**src/rtl/wb_stage_pkg.sv**
```systemverilog
// Shared encodings for the writeback stage: wb_sel sources, load funct3 codes, FSM states.
package wb_stage_pkg;

  localparam int unsigned XLEN_DEFAULT = 32;

  localparam logic [1:0] WB_MEM = 2'b00;
  localparam logic [1:0] WB_ALU = 2'b01;
  localparam logic [1:0] WB_PC4 = 2'b10;

  localparam logic [2:0] F3_LB  = 3'b000;
  localparam logic [2:0] F3_LH  = 3'b001;
  localparam logic [2:0] F3_LW  = 3'b010;
  localparam logic [2:0] F3_LBU = 3'b100;
  localparam logic [2:0] F3_LHU = 3'b101;

  typedef enum logic [0:0] {
    S_IDLE = 1'b0,
    S_WAIT = 1'b1
  } state_e;

  // True when the access cannot be served from a single naturally aligned lane.
  function automatic logic is_misaligned(input logic [2:0] funct3, input logic [1:0] adr);
    logic mis;
    mis = 1'b0;
    if ((funct3 == F3_LH || funct3 == F3_LHU) && adr[0]) mis = 1'b1;
    if (funct3 == F3_LW && adr != 2'b00) mis = 1'b1;
    return mis;
  endfunction

endpackage

```
**src/rtl/wb_stage_load_align.sv**
```systemverilog
// Combinational load lane extraction and sign/zero extension.
module wb_stage_load_align
  import wb_stage_pkg::*;
#(
  parameter int unsigned XLEN = XLEN_DEFAULT
) (
  input  logic [2:0]      funct3,
  input  logic [1:0]      adr,
  input  logic [XLEN-1:0] rdata,
  output logic [XLEN-1:0] data
);

  logic [7:0]  byte_lane;
  logic [15:0] half_lane;

  always_comb begin
    byte_lane = rdata[8*adr +: 8];
    half_lane = rdata[16*adr[1] +: 16];
    case (funct3)
      F3_LB:   data = {{(XLEN-8){byte_lane[7]}}, byte_lane};
      F3_LBU:  data = {{(XLEN-8){1'b0}}, byte_lane};
      F3_LH:   data = {{(XLEN-16){half_lane[15]}}, half_lane};
      F3_LHU:  data = {{(XLEN-16){1'b0}}, half_lane};
      default: data = rdata;
    endcase
  end

endmodule

```
**src/rtl/wb_stage.sv**
```systemverilog
// Writeback stage: waits on data-memory responses, selects the source and drives the RF port.
// Optional WB_MISALIGN_CHECK_EN adds misalign_err and suppresses misaligned load writes.
module wb_stage
  import wb_stage_pkg::*;
#(
  parameter int unsigned XLEN     = XLEN_DEFAULT,
  parameter int unsigned MAX_WAIT = 15
) (
  input  logic            clk,
  input  logic            rst,
  input  logic [2:0]      funct3W,
  input  logic [XLEN-1:0] mem_adrW,
  input  logic [XLEN-1:0] pc_plus4W,
  input  logic [XLEN-1:0] alu_outW,
  input  logic [1:0]      wb_selW,
  input  logic            reg_writeW,
  input  logic [4:0]      rdW,
  input  logic            dmem_rvalid,
  input  logic [XLEN-1:0] dmem_rdata,
  output logic            stall_out,
  output logic            rf_we,
  output logic [4:0]      rf_wa,
  output logic [XLEN-1:0] rf_wd,
  output logic            load_timeout
`ifdef WB_MISALIGN_CHECK_EN
  ,
  output logic            misalign_err
`endif
);

  localparam int unsigned CntW = $clog2(MAX_WAIT + 1);

  state_e          state_q, state_d;
  logic [CntW-1:0] cnt_q, cnt_d;
  logic            is_load;
  logic            retire;
  logic            timeout;
  logic            misalign;
  logic            we;
  logic [XLEN-1:0] load_data;
  logic [XLEN-1:0] wb_data;
  logic            unused_adr;

  assign unused_adr = ^mem_adrW[XLEN-1:2];
  assign is_load    = reg_writeW && (wb_selW == WB_MEM);

  wb_stage_load_align #(
    .XLEN(XLEN)
  ) u_load_align (
    .funct3(funct3W),
    .adr   (mem_adrW[1:0]),
    .rdata (dmem_rdata),
    .data  (load_data)
  );

  always_comb begin
    case (wb_selW)
      WB_MEM:  wb_data = load_data;
      WB_PC4:  wb_data = pc_plus4W;
      default: wb_data = alu_outW;
    endcase
  end

`ifdef WB_MISALIGN_CHECK_EN
  assign misalign = is_load && is_misaligned(funct3W, mem_adrW[1:0]);
`else
  assign misalign = 1'b0;
`endif

  always_comb begin
    state_d   = state_q;
    cnt_d     = cnt_q;
    stall_out = 1'b0;
    retire    = 1'b0;
    timeout   = 1'b0;
    unique case (state_q)
      S_IDLE: begin
        if (is_load && !dmem_rvalid) begin
          stall_out = 1'b1;
          state_d   = S_WAIT;
          cnt_d     = CntW'(1);
        end else begin
          retire = 1'b1;
        end
      end
      S_WAIT: begin
        if (dmem_rvalid) begin
          retire  = 1'b1;
          state_d = S_IDLE;
          cnt_d   = '0;
        end else if (cnt_q >= CntW'(MAX_WAIT)) begin
          // Stall is held through the final wait cycle; released once back in IDLE.
          stall_out = 1'b1;
          timeout   = 1'b1;
          state_d   = S_IDLE;
          cnt_d     = '0;
        end else begin
          stall_out = 1'b1;
          cnt_d     = cnt_q + CntW'(1);
        end
      end
      default: begin
        state_d = S_IDLE;
        cnt_d   = '0;
      end
    endcase
  end

  assign we = retire && reg_writeW && (rdW != 5'd0) && !misalign;

  always_ff @(posedge clk) begin
    if (rst) begin
      state_q      <= S_IDLE;
      cnt_q        <= '0;
      rf_we        <= 1'b0;
      rf_wa        <= 5'd0;
      rf_wd        <= '0;
      load_timeout <= 1'b0;
    end else begin
      state_q      <= state_d;
      cnt_q        <= cnt_d;
      rf_we        <= we;
      load_timeout <= timeout;
      if (we) begin
        rf_wa <= rdW;
        rf_wd <= wb_data;
      end
    end
  end

`ifdef WB_MISALIGN_CHECK_EN
  always_ff @(posedge clk) begin
    if (rst) misalign_err <= 1'b0;
    else     misalign_err <= retire && misalign;
  end
`endif

endmodule

```
**config.mk**
```make
export PLATFORM = sky130hd
export DESIGN_NAME = wb_stage
export DESIGN_NICKNAME = d
export VERILOG_FILES = /design/src/rtl/wb_stage_pkg.sv /design/src/rtl/wb_stage_load_align.sv /design/src/rtl/wb_stage.sv
export SDC_FILE = /design/constraint.sdc
export NUM_CORES = 1
export LEC_CHECK = 0
export CAP_MARGIN = 20
export CORE_MARGIN = 8
export CORE_UTILIZATION = 30
export DETAILED_ROUTE_END_ITERATION = 12
export HOLD_SLACK_MARGIN = 0.06
export PLACE_DENSITY = 0.68
export SYNTH_ARGS = -nofsm -noshare
export SYNTH_HDL_FRONTEND = slang
export SYNTH_SLANG_ARGS = --single-unit
```
**constraint.sdc**
```tcl
create_clock -name clk -period 5.34 [get_ports clk]
set_input_delay 1.068 -clock clk [delete_from_list [all_inputs] [get_ports clk]]
set_output_delay 1.068 -clock clk [all_outputs]
set_load 0.02 [all_outputs]
```
==> impl_metrics.toml, run 1 <==
[status]
status = "complete, no violations"

[place]
dp_hpwl_mm = 9.25
numPortBuffers = 151
place_congestion = 0.848
place_ws_ns = 1.37

[route]
routed_via_density = 5.86
wire_per_inst_um = 21.0
drc = 0
firstDrtPassIters = 7
antenna_left = 0
wl_mm = 12.3
drt_iter0_drc = 236
via_count = 3441

[worst_setup_path]
critical_path.top_delay_family = "buffers and inverters"
r2r_slack_ns = 3.32
rr_endpoint = "rf_wd[25]"
crit_path_start_kind = "input pin"
max_stage_delay_ns = 0.61
critPathSlowestCell = "clkdlybuf4s50_1"
path_max_fanout = 26
required_ns = 4.27
r2r_cells = 6
cp.arrival_ns = 2.91
r2r-start = "state_q"
crit_chain = "clkdlybuf4s50_1 > buf_4 > nor4b_1 > buf_4 > nand2b_1 > clkdlybuf4s50_1"
critPathKind = "in2out"
critPathBufInv = 4
end_kind = "output port"

[synth]
synth_largest_area_cell = "dfxtp_1"
syn_avg_cell_area_um2 = 8.14
synth_nets = 491
yosysUniqueCellTypes = 44
synthArstFlopShare_pct = 0
synth_cells = 348
netlist_area_mm2 = 0.00283
ys_ff_latch = 44
synth_warnings = 0
synth_ff_type = "dfxtp_1"
seq_area_frac_synth_pct = 31.1
synth_top_area_share_pct = 31.1
synth_edf_count = 0
synth.area.top_cells = "dfxtp_1 (31%), a311oi_1 (8.3%), a21oi_1 (6.7%), o21ai_0 (5.7%), a221o_1 (4.9%)"

[final_layout]
multi_input_area_mm2 = 0.00177
final_common_cell = "clkdlybuf4s50_1"
nNetsFinal = 619
seq_area_um2 = 881
diodes = 0
drive_gt1_share_pct = 5.88
final_cell_mix = "clkdlybuf4s50_1 (150), dfxtp_1 (44), a21oi_1 (38)"
fillerInstances = 900
area_growth_pct = 60.0

[power]
pwr_density_cell_mw_per_mm2 = 223
leakagePower_nw = 1.61
ir_drop_uv = 141

[die]
io_pins = 182
initial_core_util_pct = 30.8
rows = 35
die_w_um = 113
die_h_um = 113
die_area_mm2 = 0.0128
core_mm2 = 0.00920

[worst_hold_path]
min_path_type = "reg2reg"
hold_end = "rf_wa[4]"
hold_depth = 2
holdCritStartpoint = "rf_wa[4]"

[timing]
finalSetupViolCount = 0
clock_skew_ns = 0.00702
finalHoldViolCount = 0
setup_tns_ns = 0
finalCritPeriodShare_pct = 74.5
relSlewSlack_pct = 29.5
slew_violations = 0
fmax_ghz = 0.251
finalWorstSetupSlack_ns = 1.36
tightest_slew_ns = 1.06
grt_setup_unrepaired = "no"
period_minus_slack_ns = 3.98

[clock_network]
postCtsSetupBuffers = 0
cts_buffers = 5
numClockSinks = 44
path_clk_slew_ns = 0.09
htree_levels = 2
cts_resized = 0
cts_hold_buf = 0
ctsLongestPathBuffers = 2
root_buffer = "clkbuf_8"
clk_latency_ns = 0.30
cts_tree = "done"

[flow_run]
cap_violations = 0

[global_route]
grt_first_pass_wirelength_mm = 18.8
grt_max_degree = 49
gr-total-overflow = 0
antenna_found_initial = 0
grt_usage_pct = 18.4
grt_pass1_vias = 3468
cells in the mapped netlist (2+ instances only):
| master | n |
|---|---|
| buf_2 | 5 |
| clkbuf_1 | 31 |
| and3_1 | 11 |
| a221oi_1 | 5 |
| o32ai_1 | 4 |
| o21ai_0 | 32 |
| nor2b_1 | 7 |
| nand3_1 | 3 |
| or2_2 | 3 |
| nand2b_1 | 9 |
| nor4b_1 | 2 |
| dfxtp_1 | 44 |
| a22o_1 | 5 |
| mux4_2 | 2 |
| a222oi_1 | 8 |
| inv_1 | 6 |
| buf_6 | 2 |
| a22oi_1 | 7 |
| a221o_1 | 14 |
| nor3b_1 | 8 |
| a21oi_1 | 38 |
| a311oi_1 | 27 |
| nand3b_1 | 6 |
| o2111ai_1 | 6 |
| o22ai_1 | 7 |
| a211o_1 | 2 |
| nor3_1 | 6 |
| nand2_1 | 15 |
| nor2_1 | 16 |
| o31ai_1 | 3 |
routing by layer:
layer | vias to the layer above | global-route usage [%] | part of all wire (%)
met1 | 1630 | 22.3 | 42
li1 | 1640 | - | -
met5 | - | 0 | 0
met2 | 159 | 30.6 | 48
met4 | 0 | 5.42 | 1.5
met3 | 12 | 5.48 | 8.0
kinds of logic after synthesis:
kind of cell             share of synthesized area [%]
flip-flops                                        31.1
adder cells (fa/ha/maj)                          0.441
AO/OA/AOI/OAI                                     41.3
buffers and inverters                             6.71
multiplexers                                      2.87
AND/OR/NAND/NOR                                   17.6
registers in the layout (all words and copies together) (netlist names):
register and flops:
state_q 1, rf_wd 32, load_timeout 1, cnt_q 4, rf_we 1, rf_wa 5
report_power, final:
part	total, mW	switching, mW	internal [mW]
Combinational	0.340	0.162	0.178
Clock	0.302	0.117	0.184
Sequential	0.370	0.0144	0.356
worst max path at each step:
stage / start / to / slack, ns / cells past startpoint
after global routing: wb_selW[1] / stall_out / 1.25 / 6
after global placement: wb_selW[1] / stall_out / 1.37 / 6
after CTS: wb_selW[1] / stall_out / 1.36 / 6
after floorplan: wb_selW[0] / stall_out / 2.13 / 3
after detailed placement: wb_selW[1] / stall_out / 1.37 / 6
final: wb_selW[1] / stall_out / 1.36 / 6
area by class of cell:
cell class / count / share of cell area (%)
inverters: 6 / 0.497
well taps: 111 / 3.06
flip-flops and latches: 44 / 19.4
clock inverters: 2 / 1.32
repair buffers: 160 / 35.3
clock buffers: 5 / 1.52
multi-input cells: 259 / 38.9
tightest hold or removal path: stages, from the launching register on:
cell and delay [ns]:
dfxtp_1 0.32, o21ai_0 0.06, a21oi_1 0.06
per-stage QoR:
step / hold slack, ns / util, % / cells / total power [mW] / cell area [µm²]
floorplan: 0.453 / - / 348 / 0.533 / 2830
global placement: 0.462 / 47.5 / 578 / 0.708 / 4370
detailed placement: 0.479 / 47.5 / 578 / 0.715 / 4370
CTS: 0.491 / 48.9 / 585 / 1.02 / 4500
global route: 0.514 / 49.3 / 587 / 1.06 / 4540
finish: 0.485 / 49.3 / 587 / 1.01 / 4540
Note: power is estimated with default switching activity, not from simulation.
==> run 2: changes to the inputs <==
Settings changed: PLACE_DENSITY 0.68 to 0.71.
Clock period 5.34 ns to 3.21 ns, I/O delays scaled along.
==> run 2 against run 1 <==
  * Worst setup slack got worse by 1.1 ns
  * Critical path depth down 1
  * Clock power grew 14%
==> impl_metrics.toml, run 2 (synthesis results as in run 1) <==
[die]
die_w_um = 113
initial_core_util_pct = 30.8
die_h_um = 113
rows = 35
io_pins = 182
core_mm2 = 0.00920
die_area_mm2 = 0.0128

[route]
via_count = 3428
firstDrtPassIters = 7
wire_per_inst_um = 20.3
wl_met2_mm = 5.81
met3_length_um = 926
routed_via_density = 5.76
wl_met1_mm = 5.19
wl_mm = 12.1
antenna_left = 0
top_layer_used = "met4"
drc = 0
drt_iter0_drc = 191

[timing]
slew_violations = 0
relSlewSlack_pct = 41.7
finalWorstSetupSlack_ns = 0.245
grt_setup_unrepaired = "no"
finalHoldViolCount = 0
period_minus_slack_ns = 2.97
clock_skew_ns = 0.00555
fmax_ghz = 0.337
finalCritPeriodShare_pct = 92.4
setup_tns_ns = 0
finalSetupViolCount = 0
tightest_slew_ns = 0.875

[place]
dp_hpwl_mm = 9.39
place_ws_ns = 0.230
place_congestion = 0.849
numPortBuffers = 151

[clock_network]
cts_hold_buf = 0
cts_resized = 0
ctsLongestPathBuffers = 2
numClockSinks = 44
htree_levels = 2
cts_buffers = 5
root_buffer = "clkbuf_8"
postCtsSetupBuffers = 0
clk_latency_ns = 0.30
cts_tree = "done"
path_clk_slew_ns = 0.09

[worst_setup_path]
path_max_fanout = 6
required_ns = 2.57
end_kind = "output port"
critPathSlowestCell = "clkdlybuf4s50_1"
cp.arrival_ns = 2.32
path_common_cell = "clkdlybuf4s50_1"
critPathKind = "in2out"
crit_path_start_kind = "input pin"
crit_chain = "clkdlybuf4s50_1 > nor4b_1 > buf_4 > nand2b_1 > clkdlybuf4s50_1"
r2r_cells = 5
max_stage_delay_ns = 0.61

[worst_hold_path]
min_path_type = "reg2reg"
hold_depth = 2

[final_layout]
largest_reg_flops = 32
diodes = 0
area_growth_pct = 60.0
regMostFlops = "rf_wd"
seq_area_um2 = 881
multi_input_area_mm2 = 0.00177
final_cell_mix = "clkdlybuf4s50_1 (150), dfxtp_1 (44), a21oi_1 (38)"
final_common_cell = "clkdlybuf4s50_1"
drive_gt1_share_pct = 7.44
fillerInstances = 923
top_regs = "rf_wd: 32 flops, rf_wa: 5 flops, cnt_q: 4 flops"
nNetsFinal = 627

[global_route]
antenna_found_initial = 0
gr-total-overflow = 0
grt_pass1_vias = 3508
grt_usage_pct = 18.2
grt_max_degree = 49
grt_first_pass_wirelength_mm = 18.7

[power]
leakagePower_nw = 1.61
pwr_density_cell_mw_per_mm2 = 338
power.total_mw = 1.53
ir_drop_uv = 164

[status]
status = "complete, no violations"

[flow_run]
cap_violations = 0
==> run 2: worst paths after layout <==
kind | from | endpoint | slack (ns)
max | reg_writeW | stall_out | 0.24
min | rf_wa[4] | rf_wa[4] | 0.48
max reg2reg | state_q | rf_wd[15] | 1.63
min reg2reg | rf_wa[4] | rf_wa[4] | 0.48
==> run 2: stage by stage <==
step                std cells  hold WS [ns]  cell area (µm²)  util (%)
finish                    595         0.482             4540      49.3
detailed placement        588         0.473             4450      48.4
global route              595         0.517             4540      49.3
CTS                       595         0.485             4540      49.3
floorplan                 348         0.453             2830         -
global placement          588         0.461             4450      48.4
==> run 2: area by class of cell <==
| cell class | count | area share (%) |
|---|---|---|
| multi-input cells | 259 | 38.9 |
| repair buffers | 168 | 36.3 |
| flip-flops and latches | 44 | 19.4 |
| well taps | 111 | 3.06 |
| clock buffers | 5 | 1.52 |
| inverters | 6 | 0.497 |
| clock inverters | 2 | 0.276 |
==> run 2: power by group <==
group	internal (mW)	leakage (nW)	switching (mW)	total, mW
registers	0.592	0.364	0.0237	0.616
clock network	0.148	0.0400	0.196	0.344
logic	0.303	1.21	0.269	0.572
total	1.04	1.61	0.489	1.53
==> run 2: per-layer routing <==
metal | vias to the layer above | track usage [%]
met5 | - | 0
met4 | 0 | 5.15
met3 | 12 | 4.79
met2 | 146 | 30.9
met1 | 1609 | 22.0
li1 | 1661 | -
==> run 2: critical path: cells and delay by family <==
family	cells	cell delay, ns
buffers and inverters	3	1.33
AND/OR/NAND/NOR	2	0.35
